===== src/rtl/pipe_ctrl.sv =====
// Handshake and hazard controller for a 5-stage IF/ID/EXE/MEM/WB pipeline.
// Owns the stage valid bits, load enables, data-hazard stalls, branch flush and DRAM wait.
module pipe_ctrl #(
    parameter int unsigned DRAM_LAT = 1,
    parameter int unsigned FORWARD  = 1
) (
    input  logic       clk,
    input  logic       rst,
    input  logic       if_ready_go,
    input  logic [4:0] id_rs1,
    input  logic [4:0] id_rs2,
    input  logic       id_rs1_used,
    input  logic       id_rs2_used,
    input  logic [4:0] exe_rd,
    input  logic [4:0] mem_rd,
    input  logic [4:0] wb_rd,
    input  logic       exe_ref_we,
    input  logic       mem_ref_we,
    input  logic       wb_ref_we,
    input  logic       exe_res_from_dram,
    input  logic       mem_res_from_dram,
    input  logic       exe_br_taken,
    input  logic       mem_dram_re,
    input  logic       mem_dram_we,
    output logic       pc_we,
    output logic       pc_sel_br,
    output logic       if_to_id_go,
    output logic       id_to_exe_go,
    output logic       exe_to_mem_go,
    output logic       mem_to_wb_go,
    output logic       id_valid,
    output logic       exe_valid,
    output logic       mem_valid,
    output logic       wb_valid,
    output logic       id_stall,
    output logic [0:0] mem_state,
    output logic [3:0] dram_cnt
);

    // Handshake: a stage hands its instruction on when it is valid, its ready_go is high
    // and the receiving stage's allowin is high; allowin = !valid | (ready_go & allowin_next).
    // A stage that is not valid always accepts, so bubbles never block the pipe.

    localparam logic [0:0] M_IDLE = 1'b0;
    localparam logic [0:0] M_WAIT = 1'b1;

    localparam logic [3:0] LAT_LAST  = 4'(DRAM_LAT - 1);
    localparam bit         SLOW_DRAM = (DRAM_LAT > 1);
    localparam bit         HAS_FWD   = (FORWARD != 0);

    logic [0:0] state;
    logic [3:0] cnt;

    logic acc;
    logic mem_ready_go;
    logic id_ready_go;
    logic id_allowin;
    logic exe_allowin;
    logic mem_allowin;
    logic br_flush;

    logic rs1_live;
    logic rs2_live;
    logic exe_match;
    logic mem_match;
    logic wb_match;
    logic haz_fwd;
    logic haz_all;
    logic hazard;

    // ---------------- DRAM wait FSM ----------------
    assign acc = mem_valid & (mem_dram_re | mem_dram_we);

    always_comb begin
        mem_ready_go = 1'b1;
        case (state)
            M_IDLE:  mem_ready_go = !acc || !SLOW_DRAM;
            M_WAIT:  mem_ready_go = (cnt == LAT_LAST);
            default: mem_ready_go = 1'b1;
        endcase
    end

    always_ff @(posedge clk or negedge rst) begin
        if (!rst) begin
            state <= M_IDLE;
            cnt   <= 4'd0;
        end else begin
            case (state)
                M_IDLE: begin
                    if (acc && SLOW_DRAM) begin
                        state <= M_WAIT;
                        cnt   <= 4'd1;
                    end
                end
                M_WAIT: begin
                    // cnt stops at LAT_LAST because reaching it releases MEM
                    if (mem_ready_go) begin
                        state <= M_IDLE;
                        cnt   <= 4'd0;
                    end else begin
                        cnt <= cnt + 4'd1;
                    end
                end
                default: begin
                    state <= M_IDLE;
                    cnt   <= 4'd0;
                end
            endcase
        end
    end

    assign mem_state = state;
    assign dram_cnt  = cnt;

    // ---------------- Data hazard detection ----------------
    assign rs1_live  = id_rs1_used & (id_rs1 != 5'd0);
    assign rs2_live  = id_rs2_used & (id_rs2 != 5'd0);

    assign exe_match = (rs1_live & (id_rs1 == exe_rd)) | (rs2_live & (id_rs2 == exe_rd));
    assign mem_match = (rs1_live & (id_rs1 == mem_rd)) | (rs2_live & (id_rs2 == mem_rd));
    assign wb_match  = (rs1_live & (id_rs1 == wb_rd))  | (rs2_live & (id_rs2 == wb_rd));

    // With bypassing only load data that does not exist yet forces a stall
    assign haz_fwd = (exe_valid & exe_ref_we & exe_res_from_dram & exe_match)
                   | (mem_valid & mem_ref_we & mem_res_from_dram & !mem_ready_go & mem_match);

    assign haz_all = (exe_valid & exe_ref_we & exe_match)
                   | (mem_valid & mem_ref_we & mem_match)
                   | (wb_valid  & wb_ref_we  & wb_match);

    assign hazard = HAS_FWD ? haz_fwd : haz_all;

    // ---------------- Allowin chain and flush ----------------
    assign mem_allowin = !mem_valid | mem_ready_go;
    assign exe_allowin = !exe_valid | mem_allowin;

    // A taken branch only flushes once it can itself move into MEM
    assign br_flush    = exe_valid & exe_br_taken & mem_allowin;

    // The wrong-path ID instruction is squashed on a flush, so its hazard is irrelevant
    assign id_ready_go = !hazard | br_flush;
    assign id_allowin  = !id_valid | (id_ready_go & exe_allowin);
    assign id_stall    = id_valid & hazard & !br_flush;

    assign if_to_id_go   = id_allowin;
    assign id_to_exe_go  = exe_allowin;
    assign exe_to_mem_go = mem_allowin;
    assign mem_to_wb_go  = 1'b1;

    assign pc_we     = (if_ready_go & id_allowin) | br_flush;
    assign pc_sel_br = br_flush;

    // ---------------- Stage valid bits ----------------
    always_ff @(posedge clk or negedge rst) begin
        if (!rst) begin
            id_valid  <= 1'b0;
            exe_valid <= 1'b0;
            mem_valid <= 1'b0;
            wb_valid  <= 1'b0;
        end else begin
            if (id_allowin) begin
                id_valid <= if_ready_go & !br_flush;
            end
            if (exe_allowin) begin
                exe_valid <= id_valid & id_ready_go & !br_flush;
            end
            if (mem_allowin) begin
                mem_valid <= exe_valid;
            end
            wb_valid <= mem_valid & mem_ready_go;
        end
    end

endmodule


===== config.mk =====
export PLATFORM = sky130hd
export DESIGN_NAME = pipe_ctrl
export DESIGN_NICKNAME = d
export VERILOG_FILES = /design/src/rtl/pipe_ctrl.sv
export SDC_FILE = /design/constraint.sdc
export NUM_CORES = 1
export LEC_CHECK = 0
export ABC_AREA = 1
export BUFFER_PORTS_ARGS = -buffer_cell sky130_fd_sc_hd__buf_2
export CAP_MARGIN = 15
export CORE_MARGIN = 4
export CORE_UTILIZATION = 41
export DETAILED_ROUTE_END_ITERATION = 8
export GPL_ROUTABILITY_DRIVEN = 0
export GPL_TIMING_DRIVEN = 0
export PLACE_DENSITY = 0.85
export SETUP_SLACK_MARGIN = 0.3
export SYNTH_ARGS = -nofsm -noshare
export SYNTH_HDL_FRONTEND = slang
export SYNTH_SLANG_ARGS = --single-unit

===== constraint.sdc =====
create_clock -name clk -period 2.35 [get_ports clk]
set_input_delay 0.705 -clock clk [delete_from_list [all_inputs] [get_ports clk]]
set_output_delay 0.705 -clock clk [all_outputs]
set_load 0.05 [all_outputs]

* After elaboration in Yosys (flattened, before gate mapping)
Cells that the tools add are included.
** Cells by class
- Add/subtract/negate cells :: 1
- Bitwise operators :: 32
- Eq/ne operators :: 4
- Multiplexer cells :: 4
- Reductions and logical operators :: 9
** Operator list (number)
- $and 1x1->1 :: 23
- $eq 5x5->1 :: 4
- $reduce_bool 5->1 :: 2
- $or 1x1->1 :: 8
- $logic_not 1->1 :: 6
- $add 4x1->4 const B :: 1
- $logic_not 4->1 :: 1
- $mux 4 :: 1
- $mux 1 :: 2
- $pmux 1 s2 :: 1
- $not 1->1 :: 1
** Word-level totals
- Register bits after elaboration :: 9
- Input port bits :: 38
- Word-level logic and storage cells :: 56
- Output and inout bits :: 16

* Longest topological paths before layout
- Depth after elaboration :: 12
- Depth in mapped cells :: 12
- Depth with buffers taken out :: 12

* Worst setup path before layout
No wires, ideal clock.
- Path kind :: reg-to-output
- Start :: reg cnt[0], in the netlist dram_cnt[0]
- End :: out if_to_id_go
- Required time :: 1.645 ns
- Path buffers :: 0
- Cell stages (with the launch flop) :: 11
- Data arrival time :: 2.538 ns
- Path slack :: -0.893 ns
- Cell sequence :: dfrtp_1 inv_1 ha_1 a31oi_4 nand2_4 nand3_4 inv_2 nor2_4 nand2_2 inv_2 nor2_1
** On the way
- Elaborated cells on any way between the ends :: 13
- Classes of those cells :: mux: 1; bitwise: 9; reduce/logical: 3
** RTL lines
- start, declared :: line 52 : logic [3:0] cnt;
- start signal, assigned :: line 101 : cnt <= cnt + 4'd1;
- $logic_not 4->1 :: line 78 : M_WAIT: mem_ready_go = (cnt == LAT_LAST);
- $pmux 1 s2 :: line 76 : case (state)
- $or 1x1->1 :: line 134 : assign mem_allowin = !mem_valid | mem_ready_go;
- named net exe_to_mem_go :: line 29 : output logic exe_to_mem_go,
- $and 1x1->1 :: line 138 : assign br_flush = exe_valid & exe_br_taken & mem_allowin;
- named net pc_sel_br :: line 26 : output logic pc_sel_br,
- $or 1x1->1 :: line 141 : assign id_ready_go = !hazard | br_flush;
- $and 1x1->1 :: line 142 : assign id_allowin = !id_valid | (id_ready_go & exe_allowin);
- $or 1x1->1 :: line 142
- end, declared :: line 27 : output logic if_to_id_go,
The timed path passes the listed nets, and every way through them passes these cells.

* Worst setup path in the final report
- Start :: in id_rs1[1]
- End :: out pc_we
** On the way
- Longest elaborated chain between the ends :: 12
- Elaborated cells on any way between the ends :: 17
- Classes of those cells :: eq/ne: 2; bitwise: 13; reduce/logical: 2
** Ends and longest elaborated chain
- start, declared :: line 10 : input logic [4:0] id_rs1,
- $reduce_bool 5->1 :: line 116 : assign rs1_live = id_rs1_used & (id_rs1 != 5'd0);
- $and 1x1->1 :: line 116
- $and 1x1->1 (on tied branches) :: line 119, 120
- $or 1x1->1 (on tied branches) :: line 119, 120
- $and 1x1->1 (on tied branches) :: line 124, 125
- $or 1x1->1 (*) :: line 125 : | (mem_valid & mem_ref_we & mem_res_from_dram & !mem_ready_go & mem_match);
- $logic_not 1->1 (*) :: line 141
- $or 1x1->1 (*) :: line 141
- $and 1x1->1 (*) :: line 142
- $or 1x1->1 (*) :: line 142
- $and 1x1->1 (*) :: line 150 : assign pc_we = (if_ready_go & id_allowin) | br_flush;
- $or 1x1->1 (*) :: line 150
- end, declared :: line 25 : output logic pc_we,
Every way passes the cells marked *; elsewhere a longest branch is shown, timed or not.

==> reports/qor.tcl <==
set qor(period_minus_slack_ns) 2.71
set qor(dr.first_iter.drc_count) 16
set qor(critical_path_required_ns) 1.64
set qor(run_status) {finished, violations left}
set qor(drv_slew) 0
set qor(area_growth_syn_to_layout_pct) 84.5
set qor(antenna_cells) 0
set qor(via_per_inst) 5.13
set qor(startpoint_of_the_worst_register_to_register_path) {dram_cnt[0]}
set qor(fin_total_pwr_uw) 484
set qor(synthDistinctLibCells) 22
set qor(synth-warning-count) 0
set qor(post_route_cells_drive_above_1_share_pct) 61.7
set qor(timing.reg2reg.setup_slack_ns) -0.07
set qor(clock_path_buffers) 2
set qor(std_cell_rows) 15
set qor(synthCells) 112
set qor(grt_setup_unrepaired) {yes}
set qor(synth.net_count) 152
set qor(detailedPlacementHpwl_um) 1700
set qor(pre_cts_slack_ns) -0.353
set qor(grt_pass1_wl_um) 4240
set qor(grt_start_max_net_pins) 10
set qor(grt-ovfl-total) 0
set qor(overall_global_routing_usage_pct) 21.4
set qor(drcViolationCount) 0
set qor(detail_route.wl_per_cell_um) 16.5
set qor(worstSkewPairLatency_ns) 0.26
set qor(power_density_nw_per_um2) 318
set qor(multi_input_comb_area_um2) 674
set qor(register_area_um2) 230
set qor(initial_utilization_pct) 45.3
set qor(height_of_the_die_um) 52.8
set qor(fin_hold_ws_ns) 0.277
set qor(vias_in_the_first_global_route) 958
set qor(placement.io_buffers) 44
set qor(drt_wl_total_um) 3310
set qor(peakVddDrop_mv) 0.185
set qor(critPathCaptureType) {output port}
set qor(cts_buffers) 3
set qor(synth.yosys.seq_area_share_pct) 27.3
set qor(ys_seq_elements) 9
set qor(htreeDepth) 1
set qor(cell_types_occupying_the_most_area_after_synthesis) {dfrtp_1 27%, xor2_1 13%, nand2_1 12%, xnor2_1 8.5%, nor2_1 6.8%}
set qor(die-width_um) 52.8
set qor(cts_tree) {yes}
set qor(number_of_placed_cells_counting_well_taps) 181
set qor(dieArea_um2) 2790
set qor(grt_antenna_before_repair) 0
set qor(period_share_pct) 115
set qor(ant_nets) 0
set qor(clock_slew_at_the_register_clock_pins_of_the_worst_setup_and_hold_paths_ns) 0.06
set qor(pleak_nw) 0.790
set qor(final-hold-violation-count) 0
set qor(synth_area_um2) 825
set qor(path_max_fanout) 4
set qor(drt_first_pass_iters) 4
set qor(design.final.nets) 216
set qor(synth_area_per_cell_um2) 7.36
set qor(vias) 1026
set qor(worst-setup-path-type) {in2out}
set qor(core-area_um2) 1820
set qor(cts_sinks) 9
set qor(final-setup-viol-count) 4
set qor(final_cell_count_no_fill) 200
set qor(top_level_ports) 54
set qor(final.fill_count) 104
set qor(timing.critical_path.from) {id_rs1[1]}
set qor(cp-start-kind) {primary input}
set qor(synth.top_cell.area_share_pct) 27.3
set qor(tns_ns) -1.17
set qor(ctsRootBufferMaster) {clkbuf_4}
set qor(final_critical_path_setup_slack_ns) -0.358
set qor(violations) {setup timing}
set qor(fmax_ghz) 0.369
set qor(synthDominantAreaCellType) {dfrtp_1}
set qor(finClkSkew_ns) 0.00886
set qor(worst_ep_arrival_time_ns) 2.00
set qor(holdCritPathClass) {in2async}
set qor(cap_viol_max_count) 0
metrics by stage:
step | utilization [%] | area, µm²
3_3_place_gp | 62.1 | 1130
5_1_grt | 83.6 | 1520
6_report | 83.6 | 1520
3_5_place_dp | 62.1 | 1130
4_1_cts | 75.5 | 1380
2_1_floorplan | - | 880
synth_stat cells (all sizes together):
| master | n |
|---|---|
| o2bb2ai | 1 |
| conb | 1 |
| nand3b | 2 |
| o21ai | 2 |
| inv | 17 |
| nand2 | 29 |
| xor2 | 12 |
| buf | 1 |
| xnor2 | 8 |
| nand3 | 7 |
| a31oi | 1 |
| nand4 | 1 |
| nor2 | 19 |
| ha | 2 |
| dfrtp | 9 |
path summary, 6_finish.rpt:
| path | cells after the start | endpoint |
|---|---|---|
| setup / recovery | 14 | pc_we |
| hold reg to reg | 1 | dram_cnt[2] |
| max in group asynchronous | 1 | dram_cnt[0] |
| hold / removal | 1 | mem_valid |
| min in group clk | 1 | dram_cnt[2] |
| setup reg to reg | 18 | exe_valid |
layer usage:
metal,wire length (µm),global-route usage [%]
met5,0,0
met4,193,13.6
met3,247,3.99
met2,1660,38.0
met1,1210,22.8
worst max-delay path, stage by stage:
cell and delay [ns]:
buf_2 0.14, inv_2 0.07, nand2_1 0.04, nand2_1 0.06, nand2_1 0.06, nor2_1 0.15
nand3_2 0.12, nand2_2 0.10, nand2_2 0.08, nand2_2 0.09, nand2_4 0.09, nand3_4 0.08
nand2_4 0.05, buf_8 0.15
report_power, final:
group,internal (mW),leakage (nW),switching (mW)
Sequential,0.161,0.113,0.00515
Combinational,0.0799,0.662,0.119
Clock,0.0655,0.0150,0.0545
Total,0.306,0.790,0.178
what timing repair did:
action | CTS | global route
setup buffers | 14 | 1
resized for setup | 32 | 34
hold buffers | 0 | 0
endpoints found under the setup margin | 6 | 7
pin swaps | 20 | 16
cells by family (layout without fill, tap and decap cells):
group	after synthesis	after routing	synth area share (%)
AND/OR/NAND/NOR	58	58	34.4
XOR/XNOR	20	20	21.2
buffers and inverters	18	81	8.65
flip-flops	9	9	27.3
AO/OA/AOI/OAI	4	4	4.86
adder cells (fa/ha/maj)	2	2	3.03
other	1	1	0.455
layout by cell type (no fill, tap or decap), types with 2 or more instances in the layout:
cell type,instances
o21ai_0,2
nand2_4,3
buf_6,12
nor2_4,7
nor2_1,9
inv_1,6
nand2_1,21
xnor2_1,4
nand3_2,4
xnor2_2,3
nand3_4,2
buf_8,6
clkbuf_4,3
buf_2,30
dfrtp_1,5
inv_8,2
xor2_1,12
nor2_2,3
nand3b_1,2
buf_4,11
nand2_2,5
inv_2,8
dfrtp_2,4
registers in the layout, summed over array words and instances, names as in the netlist:
register and count:
dram_cnt 4, exe_valid 1, id_valid 1, mem_state 1, mem_valid 1, wb_valid 1
area by class of cell:
type	count	area share, %
multi-input combinational	85	44.3
timing repair buffer	59	30.9
sequential	9	15.1
inverter	17	5.35
tap	25	2.06
clock buffer	4	1.73
buffer	1	0.493
No activity file was read; power rests on OpenSTA's default activity.
